<file path="src/rtl/debug_controller_if.sv">
// Debug access bus and dump stream between the debug controller and the host side.
// The master side is the controller: it selects registers, addresses data memory
// and drives the valid/ready dump stream.
interface debug_controller_if #(
    parameter int WORD_SIZE = 18,
    parameter int ADDR_SIZE = 18
) ();
    logic [7:0]           dbg_reg_sel;
    logic [WORD_SIZE-1:0] dbg_reg_data;
    logic [ADDR_SIZE-1:0] dbg_mem_addr;
    logic [WORD_SIZE-1:0] dbg_mem_dout;
    logic [WORD_SIZE-1:0] out_data;
    logic                 out_valid;
    logic                 out_last;
    logic                 out_ready;

    modport master (
        output dbg_reg_sel,
        input  dbg_reg_data,
        output dbg_mem_addr,
        input  dbg_mem_dout,
        output out_data,
        output out_valid,
        output out_last,
        input  out_ready
    );

    modport slave (
        input  dbg_reg_sel,
        output dbg_reg_data,
        input  dbg_mem_addr,
        output dbg_mem_dout,
        input  out_data,
        input  out_valid,
        input  out_last,
        output out_ready
    );
endinterface

</file>
<file path="src/rtl/debug_controller.sv">
// Run/halt/dump controller: sequences processor reset, detects a fresh
// wait_for_continue halt, streams registers then data memory to the host and
// releases the processor on a host continue request.
module debug_controller #(
    parameter int WORD_SIZE    = 18,
    parameter int ADDR_SIZE    = 18,
    parameter int NUM_REGS     = 8,
    parameter int DUMP_WORDS   = 64,
    parameter int RESET_CYCLES = 2,
    parameter bit DUMP_ON_HALT = 1'b1
) (
    input  logic clock,
    input  logic reset_n,
    input  logic start,
    input  logic continue_req,
    output logic proc_reset,
    input  logic wait_for_continue,
    output logic wait_continue_execution,
    output logic halted,
    output logic busy,
    debug_controller_if.master dbg
);

    // Index is one bit wider than the address so a full 2^ADDR_SIZE dump never wraps.
    localparam int IDX_W = ADDR_SIZE + 1;
    localparam int CNT_W = (RESET_CYCLES < 2) ? 1 : $clog2(RESET_CYCLES);
    localparam logic [CNT_W-1:0] CNT_LAST = CNT_W'(RESET_CYCLES - 1);
    localparam logic [IDX_W-1:0] REG_LAST = IDX_W'(NUM_REGS - 1);
    localparam logic [IDX_W-1:0] MEM_LAST = IDX_W'(DUMP_WORDS - 1);

    typedef enum logic [3:0] {
        IDLE,
        RESET_HOLD,
        RUN,
        DUMP_REG,
        DUMP_MEM_ADDR,
        DUMP_MEM_LOAD,
        DUMP_OUT,
        WAIT_HOST,
        CONTINUE
    } state_t;

    state_t               state_q, state_d;
    logic [CNT_W-1:0]     cnt_q, cnt_d;
    logic [IDX_W-1:0]     idx_q, idx_d;
    logic                 mem_phase_q, mem_phase_d;
    logic                 armed_q, armed_d;
    logic [WORD_SIZE-1:0] out_data_q, out_data_d;
    logic                 out_last_q, out_last_d;

    // State and datapath registers, all cleared asynchronously.
    always_ff @(posedge clock or negedge reset_n) begin
        if (!reset_n) begin
            state_q     <= IDLE;
            cnt_q       <= '0;
            idx_q       <= '0;
            mem_phase_q <= 1'b0;
            armed_q     <= 1'b0;
            out_data_q  <= '0;
            out_last_q  <= 1'b0;
        end else begin
            state_q     <= state_d;
            cnt_q       <= cnt_d;
            idx_q       <= idx_d;
            mem_phase_q <= mem_phase_d;
            armed_q     <= armed_d;
            out_data_q  <= out_data_d;
            out_last_q  <= out_last_d;
        end
    end

    // Next state plus counter, index, arm flag and captured dump word.
    always_comb begin
        state_d     = state_q;
        cnt_d       = cnt_q;
        idx_d       = idx_q;
        mem_phase_d = mem_phase_q;
        armed_d     = armed_q;
        out_data_d  = out_data_q;
        out_last_d  = out_last_q;
        unique case (state_q)
            IDLE: begin
                if (start) begin
                    state_d = RESET_HOLD;
                    cnt_d   = '0;
                end
            end
            RESET_HOLD: begin
                if (cnt_q == CNT_LAST) begin
                    state_d = RUN;
                    armed_d = 1'b0;
                end else begin
                    cnt_d = cnt_q + 1'b1;
                end
            end
            RUN: begin
                // Only a halt preceded by a low wait_for_continue counts, so a
                // flag still high from the previous halt cannot retrigger.
                if (armed_q && wait_for_continue) begin
                    state_d     = DUMP_ON_HALT ? DUMP_REG : WAIT_HOST;
                    idx_d       = '0;
                    mem_phase_d = 1'b0;
                    out_last_d  = 1'b0;
                end else if (!wait_for_continue) begin
                    armed_d = 1'b1;
                end
            end
            DUMP_REG: begin
                // Memory always follows, so a register word is never the last.
                out_data_d = dbg.dbg_reg_data;
                out_last_d = 1'b0;
                state_d    = DUMP_OUT;
            end
            DUMP_MEM_ADDR: begin
                state_d = DUMP_MEM_LOAD;
            end
            DUMP_MEM_LOAD: begin
                out_data_d = dbg.dbg_mem_dout;
                out_last_d = (idx_q == MEM_LAST);
                state_d    = DUMP_OUT;
            end
            DUMP_OUT: begin
                if (dbg.out_ready) begin
                    out_last_d = 1'b0;
                    if (out_last_q) begin
                        state_d = WAIT_HOST;
                    end else if (!mem_phase_q && (idx_q == REG_LAST)) begin
                        mem_phase_d = 1'b1;
                        idx_d       = '0;
                        state_d     = DUMP_MEM_ADDR;
                    end else begin
                        idx_d   = idx_q + 1'b1;
                        state_d = mem_phase_q ? DUMP_MEM_ADDR : DUMP_REG;
                    end
                end
            end
            WAIT_HOST: begin
                if (continue_req) begin
                    state_d = CONTINUE;
                end
            end
            CONTINUE: begin
                state_d = RUN;
                armed_d = 1'b0;
            end
            default: begin
                state_d = IDLE;
            end
        endcase
    end

    // Moore outputs decoded from the current state and dump index.
    always_comb begin
        proc_reset              = (state_q == IDLE) || (state_q == RESET_HOLD);
        wait_continue_execution = (state_q == CONTINUE);
        dbg.out_valid           = (state_q == DUMP_OUT);
        halted                  = (state_q == DUMP_REG) || (state_q == DUMP_MEM_ADDR) ||
                                  (state_q == DUMP_MEM_LOAD) || (state_q == DUMP_OUT) ||
                                  (state_q == WAIT_HOST);
        busy                    = (state_q != IDLE);
        dbg.out_data            = out_data_q;
        dbg.out_last            = out_last_q;
        // Address is presented for the whole DUMP_MEM_ADDR cycle so a registered
        // memory read returns the word during DUMP_MEM_LOAD.
        dbg.dbg_reg_sel         = mem_phase_q ? 8'd0 : 8'(idx_q);
        dbg.dbg_mem_addr        = mem_phase_q ? idx_q[ADDR_SIZE-1:0] : '0;
    end

endmodule

</file>
<file path="src/flat_wrapper.sv">
// flat-port wrapper written by rule: the top's interface ports become plain ports
module debug_controller_flat 
#(
    parameter int WORD_SIZE    = 18,
    parameter int ADDR_SIZE    = 18,
    parameter int NUM_REGS     = 8,
    parameter int DUMP_WORDS   = 64,
    parameter int RESET_CYCLES = 2,
    parameter bit DUMP_ON_HALT = 1'b1
)
  (clock, reset_n, start, continue_req, proc_reset, wait_for_continue, wait_continue_execution, halted, busy, dbg_dbg_reg_sel, dbg_dbg_reg_data, dbg_dbg_mem_addr, dbg_dbg_mem_dout, dbg_out_data, dbg_out_valid, dbg_out_last, dbg_out_ready);
  debug_controller_if #(.WORD_SIZE(WORD_SIZE), .ADDR_SIZE(ADDR_SIZE)) dbg_i ();
  input  logic clock;
  input  logic reset_n;
  input  logic start;
  input  logic continue_req;
  output logic proc_reset;
  input  logic wait_for_continue;
  output logic wait_continue_execution;
  output logic halted;
  output logic busy;
  output wire logic [$bits(dbg_i.dbg_reg_sel)-1:0] dbg_dbg_reg_sel;
  input wire logic [$bits(dbg_i.dbg_reg_data)-1:0] dbg_dbg_reg_data;
  output wire logic [$bits(dbg_i.dbg_mem_addr)-1:0] dbg_dbg_mem_addr;
  input wire logic [$bits(dbg_i.dbg_mem_dout)-1:0] dbg_dbg_mem_dout;
  output wire logic [$bits(dbg_i.out_data)-1:0] dbg_out_data;
  output wire logic [$bits(dbg_i.out_valid)-1:0] dbg_out_valid;
  output wire logic [$bits(dbg_i.out_last)-1:0] dbg_out_last;
  input wire logic [$bits(dbg_i.out_ready)-1:0] dbg_out_ready;
  assign dbg_dbg_reg_sel = dbg_i.dbg_reg_sel;
  assign dbg_i.dbg_reg_data = dbg_dbg_reg_data;
  assign dbg_dbg_mem_addr = dbg_i.dbg_mem_addr;
  assign dbg_i.dbg_mem_dout = dbg_dbg_mem_dout;
  assign dbg_out_data = dbg_i.out_data;
  assign dbg_out_valid = dbg_i.out_valid;
  assign dbg_out_last = dbg_i.out_last;
  assign dbg_i.out_ready = dbg_out_ready;
  debug_controller #(.WORD_SIZE(WORD_SIZE), .ADDR_SIZE(ADDR_SIZE), .NUM_REGS(NUM_REGS), .DUMP_WORDS(DUMP_WORDS), .RESET_CYCLES(RESET_CYCLES), .DUMP_ON_HALT(DUMP_ON_HALT)) u_core (.clock(clock), .reset_n(reset_n), .start(start), .continue_req(continue_req), .proc_reset(proc_reset), .wait_for_continue(wait_for_continue), .wait_continue_execution(wait_continue_execution), .halted(halted), .busy(busy), .dbg(dbg_i));
endmodule
</file>
<file path="config.mk">
export PLATFORM = sky130hd
export DESIGN_NAME = debug_controller_flat
export DESIGN_NICKNAME = d
export VERILOG_FILES = /design/src/rtl/debug_controller_if.sv /design/src/rtl/debug_controller.sv /design/src/flat_wrapper.sv
export SDC_FILE = /design/constraint.sdc
export NUM_CORES = 1
export LEC_CHECK = 0
export CORE_AREA = 10 10 82 91
export CTS_CLUSTER_SIZE = 14
export DETAILED_ROUTE_END_ITERATION = 6
export DIE_AREA = 0 0 92 101
export GPL_ROUTABILITY_DRIVEN = 1
export GPL_TIMING_DRIVEN = 0
export PLACE_DENSITY_LB_ADDON = 0.15
export SLEW_MARGIN = 25
export SYNTH_ARGS = -nofsm -noshare
export SYNTH_HDL_FRONTEND = slang
export SYNTH_SLANG_ARGS = --single-unit
</file>
<file path="constraint.sdc">
create_clock -name clock -period 4.2 [get_ports clock]
set_clock_uncertainty 0.1 [all_clocks]
set_input_delay 0.42 -clock clock [delete_from_list [all_inputs] [get_ports clock]]
set_output_delay 0.42 -clock clock [all_outputs]
set_load 0.02 [all_outputs]
</file>
# Word level (Yosys, flattened, before mapping)
# Index checks and enable logic that the tools add are counted.
[word_totals]
memories = 0
regBits = 45
latch_bits = 0
mem_bits_ro = 0
ramBits = 0
in_bits = 42
out_inout_bits = 50
[classes]
div = 0
addsub = 2
shifts = 0
eq_ne = 19
n_mux = 31
order_cmp = 0
bitwise = 0
mul = 0
reduce_logical = 22
[op_table]
columns = ["cell", "count"]
rows = [
  ["$mux 19", 4],
  ["$pmux 19 s2", 1],
  ["$pmux 18 s2", 1],
  ["$pmux 4 s8", 1],
  ["$mux 4", 7],
  ["$add 19x1->19 const B", 1],
  ["$eq 19x3->1 const B", 1],
  ["$eq 19x6->1 const B", 1],
  ["$mux 18", 1],
  ["$eq 4x3->1 const B", 4],
  ["$mux 1", 10],
  ["$ne 2x2->1 const B", 5],
  ["$reduce_and 5->1", 2],
  ["$eq 4x2->1 const B", 2],
  ["$mux 8", 1],
  ["$ne 2x1->1 const B", 4],
  ["$reduce_and 4->1", 2],
  ["$reduce_bool 4->1", 2],
  ["$reduce_bool 2->1", 3],
  ["$logic_or 1x1->1", 5],
  ["$eq 4x1->1 const B", 1],
  ["$eq 4x4->1 const B", 1],
  ["$logic_not 4->1", 1],
  ["$pmux 1 s2", 2],
  ["10 further kinds", 11],
]

# Longest topological paths before layout
# Gate-level depths: netlist (run 1).
[logic_depth]
ltp_word = 6
mapped_depth = 8
ltp_nobuf = 6

# Least setup slack after synthesis (run 1)
# OpenSTA, ideal clock, no wires.
[synth_path]
path_kind = "reg-to-output"
from = "register u_core.state_q[1]"
to = "output busy"
slack_ns = 2.083
path_stages_with_launch = 5
t_arrival_ns = 1.597
required_ns = 3.680
path_cell_list = "dfrtp_1 buf_4 clkbuf_1 nor3_1 nand2b_1"
[synth_via]
elab_chain_cells = 1
[synth_rtl]
columns = ["element", "line_no", "source"]
rows = [
  ["from (decl)", "debug_controller.sv:43", "state_t state_q, state_d;"],
  ["from (signal assigned)", "debug_controller.sv:62", "state_q <= state_d;"],
  ["$reduce_bool 4->1", "debug_controller.sv:160", "busy = (state_q != IDLE);"],
  ["to (decl)", "flat_wrapper.sv:21", "output logic busy;"],
]
# No other way between the ends.

# Worst setup path after layout (run 1)
[layout_path]
from = "register u_core.mem_phase_q"
to = "output dbg_dbg_mem_addr[7]"
[layout_via]
elab_chain_cells = 1
[layout_rtl]
columns = ["element", "line_no", "source"]
rows = [
  ["from (decl)", "debug_controller.sv:46", "logic mem_phase_q, mem_phase_d;"],
  ["from (signal assigned)", "debug_controller.sv:65", "mem_phase_q <= mem_phase_d;"],
  ["$mux 18", "debug_controller.sv:166", "dbg.dbg_mem_addr = mem_phase_q ? idx_q[ADDR_SIZE-1:0] : '0;"],
  ["to (decl)", "flat_wrapper.sv:24", "output wire logic [$bits(dbg_i.dbg_mem_addr)-1:0] dbg_dbg_mem_addr;"],
]
# No other way between the ends.

==> impl_summary.txt, run 1 <==
----------------------------------------------------
[Detailed routing]
  Met1 layer wirelength in the final routing ... 3760 um
  Ratio of routed vias to standard cells ... 5.55
  Met2 routed wirelength ... 4300 um
  Remaining routing DRC violations ... 0
  Average routed wire per standard cell ... 17.6 um
  Highest layer used for signal routing ... met4
  Total via count after detailed routing ... 2,702
  Count of antenna-violating nets left after detailed routing ... 0
  Routed wire length ... 8590 um
  Number of violations reported at the end of detailed-routing iteration 0 ... 146
  Metal3 WL ... 465 um
  1st-pass router iterations ... 5

[Critical path]
  Crit-path leading delay family ... buffers and inverters
  Worst r2r src ... u_core.idx_q[0]
  Series of cell instances along the critical path ... clkbuf_1, clkbuf_1, and2_1, clkdlybuf4s50_1
  Arrival time worst endpoint ... 2.39 ns
  Critical Path Max Stage Delay ... 0.63 ns
  Flop-to-flop setup slack ... 1.86 ns
  Startpoint of the worst setup timing path ... u_core.mem_phase_q
  Worst reg-to-reg path cell count ... 7
  Crit path buf inv count ... 3
  Category of the critical setup timing path ... reg2out
  Terminus of the critical flop-to-flop path ... u_core.idx_q[3]
  Worst Setup Start Kind ... register
  Most prevalent standard cell on the critical path ... sky130_fd_sc_hd__clkbuf_1
  Maximum fanout encountered on the critical timing path ... 10
  Critical path required time ... 3.68 ns
  Kind of capture point of the worst setup path ... primary output
  Slowest CP cell ... sky130_fd_sc_hd__clkdlybuf4s50_1

[Power]
  Combinational Power Share ... 54.7%
  Sequential fraction of design power ... 30.3%
  Maximum vdd ir drop ... 0.222 mV
  Sw power ... 0.969 mW
  Final Total Pwr ... 2.28 mW
  Leakage power total ... 1.64 nW
  Part of the power in the clock network ... 15.0%
  Internal power contribution ... 1.31 mW
  Sw Share ... 42.5%
  Pwr per Cell Area ... 583 nW/um^2

[CTS]
  Clock latency of the later-clocked register in the worst-skew pair ... 0.30 ns
  CTS H-tree depth ... 2
  Number of buffers added by the clock tree synthesis step ... 5
  CTS clock-pin slew for the worst setup and hold paths ... 0.09 ns
  Resize count post-CTS ... 0
  Number of buffers on the longest clock path ... 2
  Clock tree from TritonCTS ... yes
  CTS sink count ... 45
  CTS Root Cell ... sky130_fd_sc_hd__clkbuf_8

[Global routing]
  Largest net degree at the start of global routing ... 19
  First-pass GRT wire length ... 14,000 um
  Total congestion overflow ... 0
  Global-route usage over all layers ... 18.3%
  Via count of the first global-routing pass ... 2,671
  Initial antenna violation count ... 0

[Timing]
  Worst Setup Slack, final ... 1.29 ns
  Unrepaired setup endpoints after global routing ... no
  Count of final hold-check violations ... 0
  Fmax ... 0.344 GHz
  Final max-slew violation count ... 0
  Endpoints failing setup ... 0
  Slew margin rel. ... 53.7%
  Worst slack on hold paths ... 0.385 ns
  Worst-margin pin slew ... 0.688 ns
  Sum of negative setup slack ... 0 ns
  Final Cycle Share ... 69.3%
  Period minus WS final ... 2.91 ns

[Cells and area]
  Fill cell instance count of the final layout ... 487
  Sequential cell area ... 1130 sq um
  Post-synthesis to final-layout area growth ... 43.4%
  Multi-input logic area ... 1470 sq um
  Nets ... 452
  Number of inserted diodes ... 0
  Utilization of the core after routing ... 69.1%
  Share of post-route cells with drive strength above 1 ... 8.54%

[Floorplanning]
  Die outline width ... 92 um
  Number of primary I/O pins ... 92
  Initial cell density of the core ... 48.2%
  Placement row count ... 29
  Total Die Area ... 9290 sq um
  Vertical extent of the die ... 101 um
  Core area ... 5660 sq um

[Run]
  Max-capacitance violation count ... 0

[Synth]
  Syn avg cell area ... 8.85 sq um
  Fraction of post-synthesis cell area in the top cell type by area ... 41.3%
  Top cells by area in the synthesized netlist ... sky130_fd_sc_hd__dfrtp_1 (41%), sky130_fd_sc_hd__mux2i_1 (6.6%), sky130_fd_sc_hd__nand2_1 (5.4%)
  Fraction of the yosys area taken by sequential cells ... 41.3%
  Net count of the mapped netlist ... 351
  Cell type contributing the most total cell area after synthesis ... sky130_fd_sc_hd__dfrtp_1
  Cell variety after synth ... 52
  Synthesized cell area ... 2730 sq um
  Number of flops mapped to enable cells by yosys ... 0
  Number of instances in the synthesized netlist ... 308
  Top FF cell, synth ... sky130_fd_sc_hd__dfrtp_1
  Yosys Warn Count ... 0
  Post-synthesis async set-or-reset flop share ... 100%
  Flip-flop and latch count after synthesis ... 45

[Placed design]
  Pre-CTS WS ... 1.57 ns
  Count of buffers from port buffering ... 91
  RePlAce Congestion ... 0.934
  Post-DP HPWL ... 6630 um

[Min path]
  Hold-critical path depth ... 2
  Hold Path Sink ... u_core.dbg.out_data[13]
  HP Class ... reg2reg
  Source of the worst hold timing path ... u_core.dbg.out_data[13]

[Run status]
  Result of the run ... completed

----------------------------------------------------
==> timing repair <==
item	4_1_cts	5_1_grt
hold buffers	1	0
buffers inserted	0	0
setup endpoints to repair	0	0
hold endpoints to repair	11	0
==> cell usage in the layout, fill, tap and decap left out, drive strengths merged, types with 2 or more instances in the layout <==
| master | synthesis | routed |
|---|---|---|
| nor3b | 2 | 2 |
| and4 | 2 | 2 |
| nor4 | 7 | 7 |
| o22a | 2 | 2 |
| nand2b | 2 | 2 |
| o21ai | 28 | 28 |
| a21oi | 13 | 13 |
| mux2i | 18 | 18 |
| inv | 9 | 9 |
| nor3 | 6 | 6 |
| clkbuf | 8 | 15 |
| nor2 | 23 | 23 |
| clkdlybuf4s50 | 0 | 90 |
| buf | 10 | 13 |
| nor2b | 10 | 10 |
| o211a | 2 | 2 |
| and3 | 2 | 2 |
| or2 | 2 | 2 |
| nand4 | 4 | 4 |
| o2bb2ai | 2 | 2 |
| or3 | 3 | 3 |
| and2 | 18 | 18 |
| a21o | 6 | 6 |
| o22ai | 2 | 2 |
| dfrtp | 45 | 45 |
| a211o | 2 | 2 |
| or4 | 2 | 2 |
| a22o | 9 | 9 |
| o31ai | 4 | 4 |
| nand2 | 39 | 39 |
| o311ai | 3 | 3 |
| nand3 | 14 | 14 |
==> power groups by stage <==
stage | logic (mW) | clock network [mW] | registers, mW
after CTS | 1.25 | 0.348 | 0.689
after global placement | 1.21 | 0 | 0.686
final | 1.25 | 0.342 | 0.690
after global routing | 1.37 | 0.363 | 0.714
after floorplan | 0.675 | 0 | 0.780
after detailed placement | 1.25 | 0 | 0.698
==> tightest hold or removal path: cells and delay by family (launching register included) <==
family / cells / cell delay (ns)
simple gates: 1 / 0.04
flops: 1 / 0.35
compound gates: 1 / 0.06
==> cells by family (layout without fill, tap and decap cells) <==
| group | after synthesis | after routing | synth area share (%) |
|---|---|---|---|
| XOR/XNOR | 1 | 1 | 0.321 |
| AND/OR/NAND/NOR | 139 | 139 | 26.7 |
| buffers and inverters | 27 | 129 | 4.68 |
| adder cells (fa/ha/maj) | 1 | 1 | 0.459 |
| flip-flops | 45 | 45 | 41.3 |
| AO/OA/AOI/OAI | 76 | 76 | 19.5 |
| multiplexers | 19 | 19 | 7.02 |
==> sequential cells by signal (all words and copies together) (netlist names) <==
name,count
u_core.cnt_q,1
u_core.idx_q,19
u_core.mem_phase_q,1
u_core.armed_q,1
u_core.state_q,4
u_core.dbg.out_data,18
u_core.dbg.out_last,1
==> layout make-up <==
type / instances / area share, %
Buffer: 18 / 2.40
Clock buffer: 7 / 2.21
Clock inverter: 1 / 0.768
Inverter: 9 / 0.864
Multi-Input combinational cell: 236 / 37.7
Sequential cell: 45 / 28.8
Tap cell: 77 / 2.46
Timing Repair Buffer: 94 / 24.8
==> worst max-delay path by stage <==
stage / cells past startpoint / slack (ns) / to
6_report: 4 / 1.29 / dbg_dbg_mem_addr[7]
5_1_grt: 4 / 1.12 / dbg_dbg_mem_addr[9]
4_1_cts: 4 / 1.23 / dbg_dbg_mem_addr[8]
3_5_place_dp: 4 / 1.57 / dbg_dbg_mem_addr[8]
3_3_place_gp: 1 / 1.33 / u_core.idx_q[16]
2_1_floorplan: 4 / 2.08 / busy
==> Yosys cell counts, drive strengths merged, types with 3 or more instances <==
cell type and n:
nand3 14, clkbuf 8, or3 3, nor3 6
buf 10, mux2i 18, a22o 9, dfrtp 45
nor2 23, o31ai 4, o311ai 3, o21ai 28
nor4 7, a21oi 13, nand4 4, and2 18
nand2 39, a21o 6, inv 9, nor2b 10
==> stage by stage <==
| step | instance area, sq um | instances |
|---|---|---|
| 4_1_cts | 3910 | 487 |
| 5_1_grt | 3910 | 487 |
| 6_report | 3910 | 487 |
| 3_3_place_gp | 3730 | 476 |
| 2_1_floorplan | 2730 | 308 |
| 3_5_place_dp | 3780 | 478 |
==> metal layers <==
| layer | up-vias | global-route usage (%) |
|---|---|---|
| met2 | 101 | 31.3 |
| met3 | 6 | 4.55 |
| met5 | - | 0 |
| met1 | 1295 | 22.6 |
| li1 | 1300 | - |
| met4 | 0 | 4.04 |
Power figures use the tool's default switching activity.
==> inputs of run 2 (changes only) <==
CORE_AREA = 10 10 85 94   (was 10 10 82 91)
DIE_AREA = 0 0 95 104   (was 0 0 92 101)
clock period = 2.7 ns   (was 4.2 ns; I/O delays follow)
==> run 2 against run 1 <==
Via count decreased by 0.96%. Design area decreased by 1.3%. Die area up 6.3%. Critical path type unchanged. Highest routed layer unchanged.
==> impl_summary.txt, run 2 (same netlist as run 1, synthesis figures left out) <==
----------------------------------------------------
[Detailed routing]
  Average routed wire per standard cell ... 16.9 um
  Number of violations reported at the end of detailed-routing iteration 0 ... 142
  Total via count after detailed routing ... 2,676
  1st-pass router iterations ... 5
  Count of antenna-violating nets left after detailed routing ... 0
  Remaining routing DRC violations ... 0
  Routed wire length ... 8230 um
  Ratio of routed vias to standard cells ... 5.48

[Run status]
  Result of the run ... completed

[Placed design]
  RePlAce Congestion ... 0.917
  Placed cell count ... 480
  Pre-CTS WS ... 0.151 ns
  Total placed instance area ... 3760 sq um
  Post-DP HPWL ... 6310 um
  Count of buffers from port buffering ... 91

[Floorplanning]
  Vertical extent of the die ... 104 um
  Placement row count ... 30
  Die outline width ... 95 um
  Core area ... 6080 sq um
  Number of primary I/O pins ... 92
  Total Die Area ... 9880 sq um
  Initial cell density of the core ... 44.8%

[Global routing]
  Global-route usage over all layers ... 16.5%
  First-pass GRT wire length ... 13,400 um
  Total congestion overflow ... 0
  Initial antenna violation count ... 0
  Via count of the first global-routing pass ... 2,664
  Largest net degree at the start of global routing ... 27

[Critical path]
  Category of the critical setup timing path ... reg2out
  Arrival time worst endpoint ... 2.11 ns
  Worst Setup Start Kind ... register
  Critical path required time ... 2.33 ns
  Maximum fanout encountered on the critical timing path ... 14
  Kind of capture point of the worst setup path ... primary output

[Timing]
  Worst Setup Slack, final ... 0.220 ns
  Final max-slew violation count ... 0
  Final Cycle Share ... 91.9%
  Unrepaired setup endpoints after global routing ... no
  Worst slack on hold paths ... 0.386 ns
  Worst-margin pin slew ... 0.760 ns
  Endpoints failing setup ... 0
  Sum of negative setup slack ... 0 ns
  Slew margin rel. ... 48.9%
  Count of final hold-check violations ... 0
  Period minus WS final ... 2.48 ns
  Fmax ... 0.403 GHz

[CTS]
  Number of buffers on the longest clock path ... 2
  CTS clock-pin slew for the worst setup and hold paths ... 0.09 ns
  Clock latency of the later-clocked register in the worst-skew pair ... 0.30 ns
  Number of buffers added by the clock tree synthesis step ... 5
  Clock tree from TritonCTS ... yes
  CTS Root Cell ... sky130_fd_sc_hd__clkbuf_8
  Setup repair bufs after CTS ... 0
  CTS sink count ... 45
  CTS H-tree depth ... 2

[Cells and area]
  Most common cell after layout, fill and taps aside ... sky130_fd_sc_hd__clkdlybuf4s50_1
  Top register by number of flip-flops ... u_core.idx_q
  Number of inserted diodes ... 0
  Number of flip-flops in the largest register ... 19
  Post-synthesis to final-layout area growth ... 41.5%
  Final cell area excluding filler cells ... 3860 sq um
  Nets ... 450
  Utilization of the core after routing ... 63.5%
  Commonest non-fill, non-tap cells in the layout ... sky130_fd_sc_hd__clkdlybuf4s50_1 (90), sky130_fd_sc_hd__dfrtp_1 (45), sky130_fd_sc_hd__nand2_1 (39)
  Finished Layout Cells ... 488
  Share of post-route cells with drive strength above 1 ... 8.82%

[Power]
  Pwr per Cell Area ... 882 nW/um^2
  Final Total Pwr ... 3.40 mW
  Leakage power total ... 1.62 nW
  Maximum vdd ir drop ... 0.383 mV

[Run]
  Max-capacitance violation count ... 0

[Min path]
  HP Class ... reg2reg

----------------------------------------------------
run 2: changes by cell type in the layout (fill, tap and decap cells not counted), sizes merged:
cell and delta:
clkinv +3, clkbuf -3, bufinv -1, buf -1
run 2: path summary, 6_finish.rpt:
kind | startpoint | endpoint | slack [ns] | depth (start not counted)
worst max-delay path | u_core.mem_phase_q | dbg_dbg_mem_addr[7] | 0.22 | 3
worst min-delay path | u_core.dbg.out_data[15] | u_core.dbg.out_data[15] | 0.39 | 2
worst max register to register | u_core.idx_q[0] | u_core.idx_q[8] | 0.31 | 7
worst min register to register | u_core.dbg.out_data[15] | u_core.dbg.out_data[15] | 0.39 | 2
max in group asynchronous | reset_n | u_core.dbg.out_data[10] | 1.53 | 3
min in group asynchronous | reset_n | u_core.idx_q[3] | 0.44 | 2
run 2: cell type report:
| class | count | area (sq um) |
|---|---|---|
| Buffer | 17 | 91.3 |
| Clock buffer | 5 | 68.8 |
| Clock inverter | 3 | 22.5 |
| Fill cell | 545 | 2220 |
| Inverter | 9 | 33.8 |
| Multi-Input combinational cell | 236 | 1470 |
| Sequential cell | 45 | 1130 |
| Tap cell | 80 | 100 |
| Timing Repair Buffer | 93 | 943 |
run 2: timing repair:
action	CTS	global route
setup endpoints to repair	10	0
gates resized for setup	1	0
endpoints found under the hold margin	25	0
hold buffers	1	0
run 2: critical path: stages (launching register included):
cell	delay, ns
sky130_fd_sc_hd__dfrtp_1	0.67
sky130_fd_sc_hd__clkbuf_2	0.33
sky130_fd_sc_hd__and2_1	0.16
sky130_fd_sc_hd__clkdlybuf4s50_1	0.64
run 2: layer usage:
layer	share of wire, %	wire length [um]	global-route usage (%)
met1	43	3550	20.7
met2	47	3880	26.5
met3	8.1	669	4.84
met4	1.7	142	4.93
met5	0	0	0
run 2: where the power goes:
group | leakage [nW] | switching [mW] | internal, mW | total (mW)
logic | 0.982 | 1.08 | 0.834 | 1.91
registers | 0.588 | 0.168 | 0.897 | 1.07
clock network | 0.0481 | 0.241 | 0.184 | 0.425
total | 1.62 | 1.49 | 1.91 | 3.40
